## src/rtl/rvhazard_pkg.sv

```systemverilog
// rvhazard_pkg: shared types, constants and forwarding select helper for the hazard unit
package rvhazard_pkg;
  typedef enum logic [1:0] {FWD_RF = 2'b00, FWD_W = 2'b01, FWD_M = 2'b10} fwd_sel_t;
  typedef enum logic [1:0] {IDLE, BUSY, DONE} mc_state_t;
  localparam logic [4:0] X0 = 5'd0;
  function automatic fwd_sel_t fwd_sel(input logic [4:0] rs, rd_m, rd_w, input logic we_m, we_w);
    return (we_m && rd_m != X0 && rd_m == rs) ? FWD_M :
           (we_w && rd_w != X0 && rd_w == rs) ? FWD_W : FWD_RF;
  endfunction
endpackage

```

## src/rtl/rvhazard_if.sv

```systemverilog
// rvhazard_if: pipeline-field inputs and stall/flush/forward controls of the hazard unit
interface rvhazard_if #(parameter int CNT_W = 32);
  logic [4:0] Rs1D, Rs2D, Rs1E, Rs2E, RdE, RdM, RdW;
  logic [1:0] ResultSrcE;
  logic PCSrcE, MulStartE, RegWriteM, RegWriteW;
  logic [1:0] ForwardAE, ForwardBE;
  logic StallF, StallD, StallE, FlushD, FlushE, FlushM;
  logic [CNT_W-1:0] StallCount, FlushCount;
  modport master (
    output Rs1D, Rs2D, Rs1E, Rs2E, RdE, RdM, RdW, ResultSrcE, PCSrcE, MulStartE, RegWriteM, RegWriteW,
    input ForwardAE, ForwardBE, StallF, StallD, StallE, FlushD, FlushE, FlushM, StallCount, FlushCount
  );
  modport slave (
    input Rs1D, Rs2D, Rs1E, Rs2E, RdE, RdM, RdW, ResultSrcE, PCSrcE, MulStartE, RegWriteM, RegWriteW,
    output ForwardAE, ForwardBE, StallF, StallD, StallE, FlushD, FlushE, FlushM, StallCount, FlushCount
  );
endinterface

```

## src/rtl/rvhazard_mcctl.sv

```systemverilog
// rvhazard_mcctl: multi-cycle execute sequencer, stalls an op for MUL_LAT-1 cycles then one DONE cycle
module rvhazard_mcctl
  import rvhazard_pkg::*;
#(
  parameter int MUL_LAT = 4
) (
  input  logic clk,
  input  logic reset,
  input  logic MulStartE,
  output logic mcStall
);
  // BUSY runs load+1 cycles, so load = MUL_LAT-3 gives MUL_LAT-2 BUSY cycles
  localparam logic [3:0] LOAD = 4'(MUL_LAT > 2 ? MUL_LAT - 3 : 0);
  mc_state_t state, state_n;
  logic [3:0] cnt, cnt_n;
  always_ff @(posedge clk) begin
    if (!reset) begin
      state <= IDLE;
      cnt <= '0;
    end else begin
      state <= state_n;
      cnt <= cnt_n;
    end
  end
  always_comb begin
    state_n = state;
    cnt_n = cnt;
    mcStall = 1'b0;
    case (state)
      IDLE: if (MulStartE) begin
        mcStall = 1'b1;
        state_n = (MUL_LAT == 2) ? DONE : BUSY;
        cnt_n = LOAD;
      end
      BUSY: begin
        mcStall = 1'b1;
        cnt_n = (cnt == '0) ? '0 : cnt - 4'd1;
        state_n = (cnt == '0) ? DONE : BUSY;
      end
      default: state_n = IDLE;
    endcase
  end
endmodule

```

## src/rtl/rvhazard_unit.sv

```systemverilog
// rvhazard_unit: RV32I 5-stage hazard control - forwarding, load-use/redirect/multi-cycle stalls, event counters
module rvhazard_unit
  import rvhazard_pkg::*;
#(
  parameter int MUL_LAT = 4,
  parameter int CNT_W = 32
) (
  input logic clk,
  input logic reset,
  rvhazard_if.slave hz
);
  logic mc_stall, lw_stall, stall_d, unused;
  logic [CNT_W-1:0] stall_cnt, flush_cnt;
  rvhazard_mcctl #(.MUL_LAT(MUL_LAT)) u_mcctl (
    .clk(clk),
    .reset(reset),
    .MulStartE(hz.MulStartE),
    .mcStall(mc_stall)
  );
  assign unused = hz.ResultSrcE[1];
  assign lw_stall = hz.ResultSrcE[0] && hz.RdE != X0 && (hz.Rs1D == hz.RdE || hz.Rs2D == hz.RdE) && !mc_stall;
  // a taken redirect squashes the load-use hold; the younger instructions are discarded anyway
  assign stall_d = reset && (mc_stall || (lw_stall && !hz.PCSrcE));
  assign hz.ForwardAE = reset ? fwd_sel(hz.Rs1E, hz.RdM, hz.RdW, hz.RegWriteM, hz.RegWriteW) : FWD_RF;
  assign hz.ForwardBE = reset ? fwd_sel(hz.Rs2E, hz.RdM, hz.RdW, hz.RegWriteM, hz.RegWriteW) : FWD_RF;
  assign hz.StallF = stall_d;
  assign hz.StallD = stall_d;
  assign hz.StallE = reset && mc_stall;
  assign hz.FlushD = !reset || hz.PCSrcE;
  assign hz.FlushE = !reset || hz.PCSrcE || lw_stall;
  assign hz.FlushM = !reset || mc_stall;
  assign hz.StallCount = stall_cnt;
  assign hz.FlushCount = flush_cnt;
  always_ff @(posedge clk) begin
    if (!reset) begin
      stall_cnt <= '0;
      flush_cnt <= '0;
    end else begin
      if (stall_d && !(&stall_cnt)) stall_cnt <= stall_cnt + 1'b1;
      if (hz.PCSrcE && !(&flush_cnt)) flush_cnt <= flush_cnt + 1'b1;
    end
  end
endmodule

```

## src/flat_wrapper.sv

```systemverilog
// flat-port wrapper written by rule: the top's interface ports become plain ports
module rvhazard_unit_flat import rvhazard_pkg::*;
#(
  parameter int MUL_LAT = 4,
  parameter int CNT_W = 32
)
  (clk, reset, hz_Rs1D, hz_Rs2D, hz_Rs1E, hz_Rs2E, hz_RdE, hz_RdM, hz_RdW, hz_ResultSrcE, hz_PCSrcE, hz_MulStartE, hz_RegWriteM, hz_RegWriteW, hz_ForwardAE, hz_ForwardBE, hz_StallF, hz_StallD, hz_StallE, hz_FlushD, hz_FlushE, hz_FlushM, hz_StallCount, hz_FlushCount);
  rvhazard_if #(.CNT_W(CNT_W)) hz_i ();
  input logic clk;
  input logic reset;
  input wire logic [$bits(hz_i.Rs1D)-1:0] hz_Rs1D;
  input wire logic [$bits(hz_i.Rs2D)-1:0] hz_Rs2D;
  input wire logic [$bits(hz_i.Rs1E)-1:0] hz_Rs1E;
  input wire logic [$bits(hz_i.Rs2E)-1:0] hz_Rs2E;
  input wire logic [$bits(hz_i.RdE)-1:0] hz_RdE;
  input wire logic [$bits(hz_i.RdM)-1:0] hz_RdM;
  input wire logic [$bits(hz_i.RdW)-1:0] hz_RdW;
  input wire logic [$bits(hz_i.ResultSrcE)-1:0] hz_ResultSrcE;
  input wire logic [$bits(hz_i.PCSrcE)-1:0] hz_PCSrcE;
  input wire logic [$bits(hz_i.MulStartE)-1:0] hz_MulStartE;
  input wire logic [$bits(hz_i.RegWriteM)-1:0] hz_RegWriteM;
  input wire logic [$bits(hz_i.RegWriteW)-1:0] hz_RegWriteW;
  output wire logic [$bits(hz_i.ForwardAE)-1:0] hz_ForwardAE;
  output wire logic [$bits(hz_i.ForwardBE)-1:0] hz_ForwardBE;
  output wire logic [$bits(hz_i.StallF)-1:0] hz_StallF;
  output wire logic [$bits(hz_i.StallD)-1:0] hz_StallD;
  output wire logic [$bits(hz_i.StallE)-1:0] hz_StallE;
  output wire logic [$bits(hz_i.FlushD)-1:0] hz_FlushD;
  output wire logic [$bits(hz_i.FlushE)-1:0] hz_FlushE;
  output wire logic [$bits(hz_i.FlushM)-1:0] hz_FlushM;
  output wire logic [$bits(hz_i.StallCount)-1:0] hz_StallCount;
  output wire logic [$bits(hz_i.FlushCount)-1:0] hz_FlushCount;
  assign hz_i.Rs1D = hz_Rs1D;
  assign hz_i.Rs2D = hz_Rs2D;
  assign hz_i.Rs1E = hz_Rs1E;
  assign hz_i.Rs2E = hz_Rs2E;
  assign hz_i.RdE = hz_RdE;
  assign hz_i.RdM = hz_RdM;
  assign hz_i.RdW = hz_RdW;
  assign hz_i.ResultSrcE = hz_ResultSrcE;
  assign hz_i.PCSrcE = hz_PCSrcE;
  assign hz_i.MulStartE = hz_MulStartE;
  assign hz_i.RegWriteM = hz_RegWriteM;
  assign hz_i.RegWriteW = hz_RegWriteW;
  assign hz_ForwardAE = hz_i.ForwardAE;
  assign hz_ForwardBE = hz_i.ForwardBE;
  assign hz_StallF = hz_i.StallF;
  assign hz_StallD = hz_i.StallD;
  assign hz_StallE = hz_i.StallE;
  assign hz_FlushD = hz_i.FlushD;
  assign hz_FlushE = hz_i.FlushE;
  assign hz_FlushM = hz_i.FlushM;
  assign hz_StallCount = hz_i.StallCount;
  assign hz_FlushCount = hz_i.FlushCount;
  rvhazard_unit #(.MUL_LAT(MUL_LAT), .CNT_W(CNT_W)) u_core (.clk(clk), .reset(reset), .hz(hz_i));
endmodule
```

## config.mk

```make
export PLATFORM = sky130hd
export DESIGN_NAME = rvhazard_unit_flat
export DESIGN_NICKNAME = d
export VERILOG_FILES = /design/src/rtl/rvhazard_pkg.sv /design/src/rtl/rvhazard_if.sv /design/src/rtl/rvhazard_mcctl.sv /design/src/rtl/rvhazard_unit.sv /design/src/flat_wrapper.sv
export SDC_FILE = /design/constraint.sdc
export NUM_CORES = 1
export LEC_CHECK = 0
export ABC_AREA = 0
export CAP_MARGIN = 20
export CORE_MARGIN = 2
export CORE_UTILIZATION = 51
export CTS_CLUSTER_DIAMETER = 120
export DETAILED_ROUTE_END_ITERATION = 8
export GPL_TIMING_DRIVEN = 0
export PLACE_DENSITY = 0.92
export SLEW_MARGIN = 20
export SYNTH_ARGS = -nofsm -noshare
export SYNTH_HDL_FRONTEND = slang
export SYNTH_SLANG_ARGS = --single-unit
```

## constraint.sdc

```tcl
create_clock -name clk -period 3.83 [get_ports clk]
set_input_delay 0.766 -clock clk [delete_from_list [all_inputs] [get_ports clk]]
set_output_delay 0.766 -clock clk [all_outputs]
set_load 0.05 [all_outputs]
```

==> run_results.csv, run 1 <==
group,metric,value,unit
setup_path,required,3.06,ns
logic_synthesis,synth_area_leaders,"dfxtp_1 36%, xor2_1 6.3%, xnor2_1 5.8%, nand4_1 4.3%, a21oi_1 4.0%",
timing,slew_headroom,42.80,%
logic_synthesis,avgSynthCellArea,8.249,sq um
clock_tree,clock_latency,0.37,ns
logic_synthesis,syn_area,3894,sq um
global_routing,grt_max_degree,13,
floorplanning,initial_core_util,53.11,%
logic_synthesis,async_reset_ff_share,0,%
timing,worst_pin_slew,0.8529,ns
worst_hold_path,hp-class,"flop to flop",
cells_and_area,syn_to_final_growth,38.88,%
setup_path,r2r-start,"u_core.hz.StallCount[20]",
placed_design,port_buffers,115,
timing,worst_slack,0.06716,ns
routing,route.detailed.drc,0,
cells_and_area,diodes,0,
logic_synthesis,netlist_instances,472,
global_routing,track_usage,28.07,%
cells_and_area,final_nets,646,
setup_path,crit_type,"primary input to output port",
clock_tree,numCtsBuffers,9,
floorplanning,fp.dieArea,8349,sq um
power_and_ir_drop,clockPowerShare,39.3,%
timing,skew,0.01398,ns
global_routing,grt_pass1_vias,3973,
outcome,status,"completed",
power_and_ir_drop,seqPwrFrac,43.9,%
logic_synthesis,syn-num-nets,519,
clock_tree,cts_root_buf,"clkbuf_8",
logic_synthesis,seq_area_frac_synth,35.99,%
floorplanning,core-area,7331,sq um
cells_and_area,drive_gt1_share,7.119,%
cells_and_area,mostFrequentLayoutCell,"clkdlybuf4s50_1",
clock_tree,clock_path_buffers,2,
power_and_ir_drop,internal_power,1251,uW
placed_design,globalplace.congestion,0.9500,
setup_path,arrival,3.00,ns
global_routing,grt_antenna_before_repair,0,
routing,wl,11640,microns
routing,drt-initial-drc-count,353,
cells_and_area,final_util,73.77,%
power_and_ir_drop,vdd_drop_max,0.0002044,V
power_and_ir_drop,p_leak,0.001791,uW
routing,wire_per_inst,16.55,microns
routing,detail_route.first_pass.iterations,6,
logic_synthesis,yosys.cell_types.count,50,
logic_synthesis,netlist.area_leader.share,35.99,%
routing,num_vias,4192,
clock_tree,cts_sinks,70,
logic_synthesis,yosys.area.top_type,"dfxtp_1",
clock_tree,cts_tree,"built",
logic_synthesis,synth_edf_count,0,
clock_tree,htree_levels,3,
clock_tree,path_clk_slew,0.07,ns
worst_hold_path,holdCritStartpoint,"u_core.hz.FlushCount[8]",
placed_design,dpl.hpwl,8518,microns
power_and_ir_drop,switchingPower,483.9,uW
floorplanning,die_y,91.38,microns
timing,setup_viol,0,
logic_synthesis,ys_warn_count,0,
floorplanning,num_rows,31,
routing,via_per_inst,5.963,
setup_path,cp-startpoint,"hz_RdE[0]",
cells_and_area,mostFrequentLayoutCells,"108 x clkdlybuf4s50_1, 70 x dfxtp_1, 40 x nor2_1",
power_and_ir_drop,power_density,320.8,nW/um^2
run,maxCapViolCount,0,
routing,ant_nets,0,
power_and_ir_drop,combPwrFrac,16.8,%
logic_synthesis,synth_ff_type,"dfxtp_1",
timing,slew_violations,0,
logic_synthesis,ys_ff_latch,70,
global_routing,grt-ovfl-total,0,
placed_design,dpl_worst_slack,-0.6112,ns
power_and_ir_drop,switching_share,27.90,%
timing,hold_viol_final,0,
floorplanning,die_x,91.38,microns
timing,timing.fmax,265.8,MHz
timing,grt_setup_unrepaired,"no",
timing,finalCritPeriodShare,98.25,%
setup_path,worstSetupEndpointType,"output port",
timing,period_needed,3.763,ns
floorplanning,ios,117,
global_routing,grt_pass1_wl,18970,microns
setup_path,startpoint_type,"primary input",
setup_path,cp_max_fo,10,
[layer usage]
layer	up-vias	share of wire, %	global-route usage (%)
met3	33	8.4	6.639
met5	-	0	0
met2	214	48	47.96
li1	1982	-	-
met4	0	3.1	12.75
met1	1963	40	33.30
[synthesized netlist by cell type, types with 3 or more instances]
cell type / number
a21oi_1: 31
and2_1: 6
and3_1: 8
and4_1: 5
buf_2: 3
clkbuf_1: 11
dfxtp_1: 70
ha_1: 4
inv_1: 11
mux2i_1: 8
nand2_1: 35
nand3_1: 25
nand4_1: 27
nor2_1: 40
nor3_1: 9
nor4_1: 11
o211ai_1: 4
o21a_1: 4
o21ai_0: 26
o31ai_1: 10
or3_1: 24
or4_1: 13
xnor2_1: 26
xor2_1: 28
[logic make-up (layout without fill, tap and decap cells)]
| group | after synthesis | in the layout | synth area share, % |
|---|---|---|---|
| AO/OA/AOI/OAI | 84 | 84 | 12.76 |
| XOR/XNOR | 54 | 54 | 12.15 |
| adder cells (fa/ha/maj) | 4 | 4 | 1.285 |
| buffers and inverters | 29 | 161 | 3.277 |
| flip-flops | 70 | 70 | 35.99 |
| multiplexers | 8 | 8 | 2.057 |
| AND/OR/NAND/NOR | 223 | 223 | 32.49 |
[final timing paths]
kind,slack [ns],end,cells after the start
worst max-delay path,0.07,hz_StallF,9
worst min-delay path,0.51,u_core.hz.FlushCount[8],2
worst max register to register,1.29,u_core.hz.StallCount[25],7
worst min register to register,0.51,u_core.hz.FlushCount[8],2
[timing repair]
item	4_1_cts	5_1_grt
hold buffers	0	0
setup endpoints to repair	4	6
resized for setup	13	9
buffers inserted	0	1
pin swaps	1	1
[flip-flops by register name, indices dropped and copies added, names as in the netlist]
name	cells
u_core.hz.FlushCount	32
u_core.hz.StallCount	32
u_core.u_mcctl.cnt	4
u_core.u_mcctl.state	2
[worst max-delay path, stage by stage]
cell and delay [ns]:
clkdlybuf4s50_1 0.48, or4_1 0.56, o21a_1 0.23, and2_1 0.21, a21oi_4 0.21, buf_6 0.16
inv_1 0.07, buf_4 0.12, buf_4 0.18
[stage by stage]
stage | area, sq um | hold WS, ns | TNS (ns) | total power (uW) | std cells
global route | 5408 | 0.5353 | 0 | 1792 | 703
detailed placement | 5181 | 0.4963 | -1.652 | 1060 | 686
global placement | 5181 | 0.4821 | -1.331 | 1048 | 686
finish | 5408 | 0.5085 | 0 | 1735 | 703
floorplan | 3906 | 0.4773 | 0 | 942.3 | 472
CTS | 5400 | 0.5072 | 0 | 1732 | 702
[cell type report]
class | instances | area (sq um)
Clock buffer | 11 | 141.4
Buffer | 17 | 88.84
Sequential cell | 70 | 1401
Multi-Input combinational cell | 373 | 2377
Clock inverter | 5 | 81.33
Fill cell | 536 | 1923
Timing Repair Buffer | 116 | 1149
Inverter | 12 | 45.04
Tap cell | 99 | 123.9
[power groups by stage]
stage / logic [uW] / clock network, uW / registers, uW
2_1_floorplan: 147 / 0 / 795
3_3_place_gp: 272 / 0 / 776
3_5_place_dp: 283 / 0 / 777
4_1_cts: 287 / 684 / 761
5_1_grt: 311 / 718 / 763
6_report: 291 / 682 / 761
No activity file was read; power rests on OpenSTA's default activity.
==> run 2: changes to the inputs <==
==> constraint.sdc (replaced) <==
create_clock -name clk -period 3.83 [get_ports clk]
set_input_delay 0.766 -clock clk [delete_from_list [all_inputs] [get_ports clk]]
set_output_delay 0.766 -clock clk [all_outputs]
set_load 0.1 [all_outputs]
==> run 2 against run 1 <==
Compared with the run above:
- sequential cell count unchanged
- critical path depth stayed put
- non-clock buffer count rose by 1
- register-to-register slack barely moved
- core utilization rose by 0.38 points
- clock power is 2% lower
- clock skew fell by 0.0032 ns
- first-iteration DRC count shrank 18%
- sequential power is essentially flat
- fmax increased by 0.55%
- largest power group unchanged
- global-route usage down 1.4 points
==> run_results.csv, run 2 (synthesis gave the netlist of run 1 again) <==
group,metric,value,unit
global_routing,grt_pass1_wl,18460,microns
setup_path,required,3.06,ns
setup_path,cpPeakStageDelay,0.56,ns
routing,via_per_inst,5.993,
timing,finalCritPeriodShare,97.71,%
clock_tree,htree_levels,3,
placed_design,dpl_worst_slack,-0.8441,ns
placed_design,dpl.hpwl,8231,microns
placed_design,placed_area,5206,sq um
setup_path,crit_cells,9,
setup_path,cp_max_fo,10,
setup_path,worstReg2RegEnd,"u_core.hz.StallCount[26]",
routing,drt-initial-drc-count,291,
cells_and_area,syn_to_final_growth,39.59,%
cells_and_area,design_area,5435,sq um
setup_path,worstSetupEndpointType,"output port",
floorplanning,die_x,91.38,microns
global_routing,track_usage,26.68,%
timing,whs,0.5041,ns
timing,setup_viol,0,
cells_and_area,mostFrequentLayoutCells,"107 x clkdlybuf4s50_1, 70 x dfxtp_1, 39 x nor2_1",
setup_path,slowest_stage,"or4_1",
power_and_ir_drop,power_density,325.7,nW/um^2
outcome,status,"completed",
global_routing,grt_antenna_before_repair,0,
clock_tree,clock_path_buffers,2,
setup_path,startpoint_type,"primary input",
routing,ant_nets,0,
global_routing,grt_pass1_vias,4137,
timing,grt_setup_unrepaired,"no",
placed_design,port_buffers,115,
setup_path,path_cells,"clkdlybuf4s50_1, or4_1, o21a_1, and2_1, a21oi_4, buf_6, inv_1, buf_4, buf_4",
worst_hold_path,hp-class,"flop to flop",
clock_tree,cts_sinks,70,
setup_path,cp-startpoint,"hz_RdE[0]",
timing,timing.fmax,267.2,MHz
cells_and_area,diodes,0,
setup_path,arrival,2.98,ns
setup_path,r2r-start,"u_core.hz.StallCount[26]",
setup_path,endpoint,"hz_StallF",
floorplanning,die_y,91.38,microns
routing,wl,11120,microns
floorplanning,core-area,7331,sq um
clock_tree,cts_root_buf,"clkbuf_8",
floorplanning,fp.dieArea,8349,sq um
cells_and_area,nFillCells,530,
global_routing,grt-ovfl-total,0,
setup_path,crit_buf_inv,5,
routing,num_vias,4219,
clock_tree,numCtsBuffers,9,
cells_and_area,final_util,74.14,%
timing,slew_violations,0,
setup_path,rr_worst_depth,7,
setup_path,rrSetupSlack,1.30,ns
power_and_ir_drop,vdd_drop_max,0.0002063,V
timing,slew_headroom,31.86,%
global_routing,grt_max_degree,14,
setup_path,worst_path_dominant_cell_family,"buffers and inverters",
routing,route.detailed.drc,0,
setup_path,cp_common_cell,"buf_4",
power_and_ir_drop,p_leak,0.001754,uW
cells_and_area,final_nets,647,
timing,period_needed,3.742,ns
cells_and_area,mostFrequentLayoutCell,"clkdlybuf4s50_1",
timing,hold_viol_final,0,
placed_design,globalplace.congestion,0.8908,
floorplanning,num_rows,31,
routing,detail_route.first_pass.iterations,5,
run,maxCapViolCount,0,
timing,worst_pin_slew,1.019,ns
timing,skew,0.01079,ns
cells_and_area,drive_gt1_share,7.934,%
floorplanning,initial_core_util,53.11,%
clock_tree,clock_latency,0.35,ns
floorplanning,ios,117,
clock_tree,path_clk_slew,0.08,ns
timing,worst_slack,0.08765,ns
routing,wire_per_inst,15.79,microns
clock_tree,cts_tree,"built",
setup_path,crit_type,"primary input to output port",
==> run 2: cell count changes in the layout (fill, tap and decap cells not counted), sizes merged <==
cell	before	now
buf	9	12
clkbuf	24	20
clkdlybuf4s15	0	3
clkdlybuf4s50	108	107
clkinvlp	1	3
dlymetal6s2s	3	1
==> run 2: final cells by class <==
| class | instances | area, sq um | share of cell area [%] |
|---|---|---|---|
| inverter | 12 | 45.04 | 0.8287 |
| tap | 99 | 123.9 | 2.279 |
| multi-input combinational | 373 | 2402 | 44.20 |
| sequential | 70 | 1401 | 25.78 |
| clock buffer | 9 | 123.9 | 2.279 |
| timing repair buffer | 117 | 1154 | 21.22 |
| buffer | 17 | 88.84 | 1.634 |
| clock inverter | 7 | 96.34 | 1.773 |
==> run 2: power breakdown <==
group / internal [uW] / total (uW) / leakage, uW / switching [uW]
logic: 123 / 339 / 0.00109 / 216
registers: 744 / 761 / 0.000565 / 17.7
clock network: 368 / 670 / 0.000102 / 303
total: 1230 / 1770 / 0.00175 / 537
==> run 2: per-layer routing <==
| metal | track usage, % | vias to the layer above | wire length [microns] |
|---|---|---|---|
| met1 | 31.51 | 1986 | 4509 |
| met5 | 0 | - | 0 |
| li1 | - | 1982 | - |
| met4 | 10.98 | 0 | 240 |
| met3 | 5.726 | 30 | 893 |
| met2 | 46.73 | 221 | 5475 |
==> run 2: worst min-delay path by stage <==
stage | cells after the start | from | slack, ns | to
4_1_cts | 2 | u_core.hz.StallCount[28] | 0.51 | u_core.hz.StallCount[28]
2_1_floorplan | 1 | u_core.u_mcctl.state[0] | 0.48 | u_core.u_mcctl.state[0]
6_report | 2 | u_core.hz.StallCount[28] | 0.50 | u_core.hz.StallCount[28]
3_5_place_dp | 2 | u_core.hz.StallCount[28] | 0.50 | u_core.hz.StallCount[28]
5_1_grt | 2 | u_core.hz.StallCount[13] | 0.54 | u_core.hz.StallCount[13]
3_3_place_gp | 2 | u_core.hz.StallCount[28] | 0.48 | u_core.hz.StallCount[28]
==> run 2: tightest hold or removal path: cells and delay by family, from the launching register on <==
kind,cells,cell delay [ns]
AOI/OAI and AO/OA,2,0.13
DFF,1,0.34
==> run 2: repair_timing <==
action                                  4_1_cts  5_1_grt
cloned                                        0        0
setup buffers                                 0        2
hold buffers                                  0        0
pin swaps                                     1        1
hold endpoints to repair                      0        0
endpoints found under the setup margin        7        6
resized for setup                            28        4
==> run 2: through the flow <==
step	cells	total power (uW)	setup TNS [ns]
floorplan	472	994.4	0
global route	704	1824	0
finish	704	1770	0
detailed placement	686	1110	-3.686
global placement	686	1100	-3.429
CTS	702	1764	0
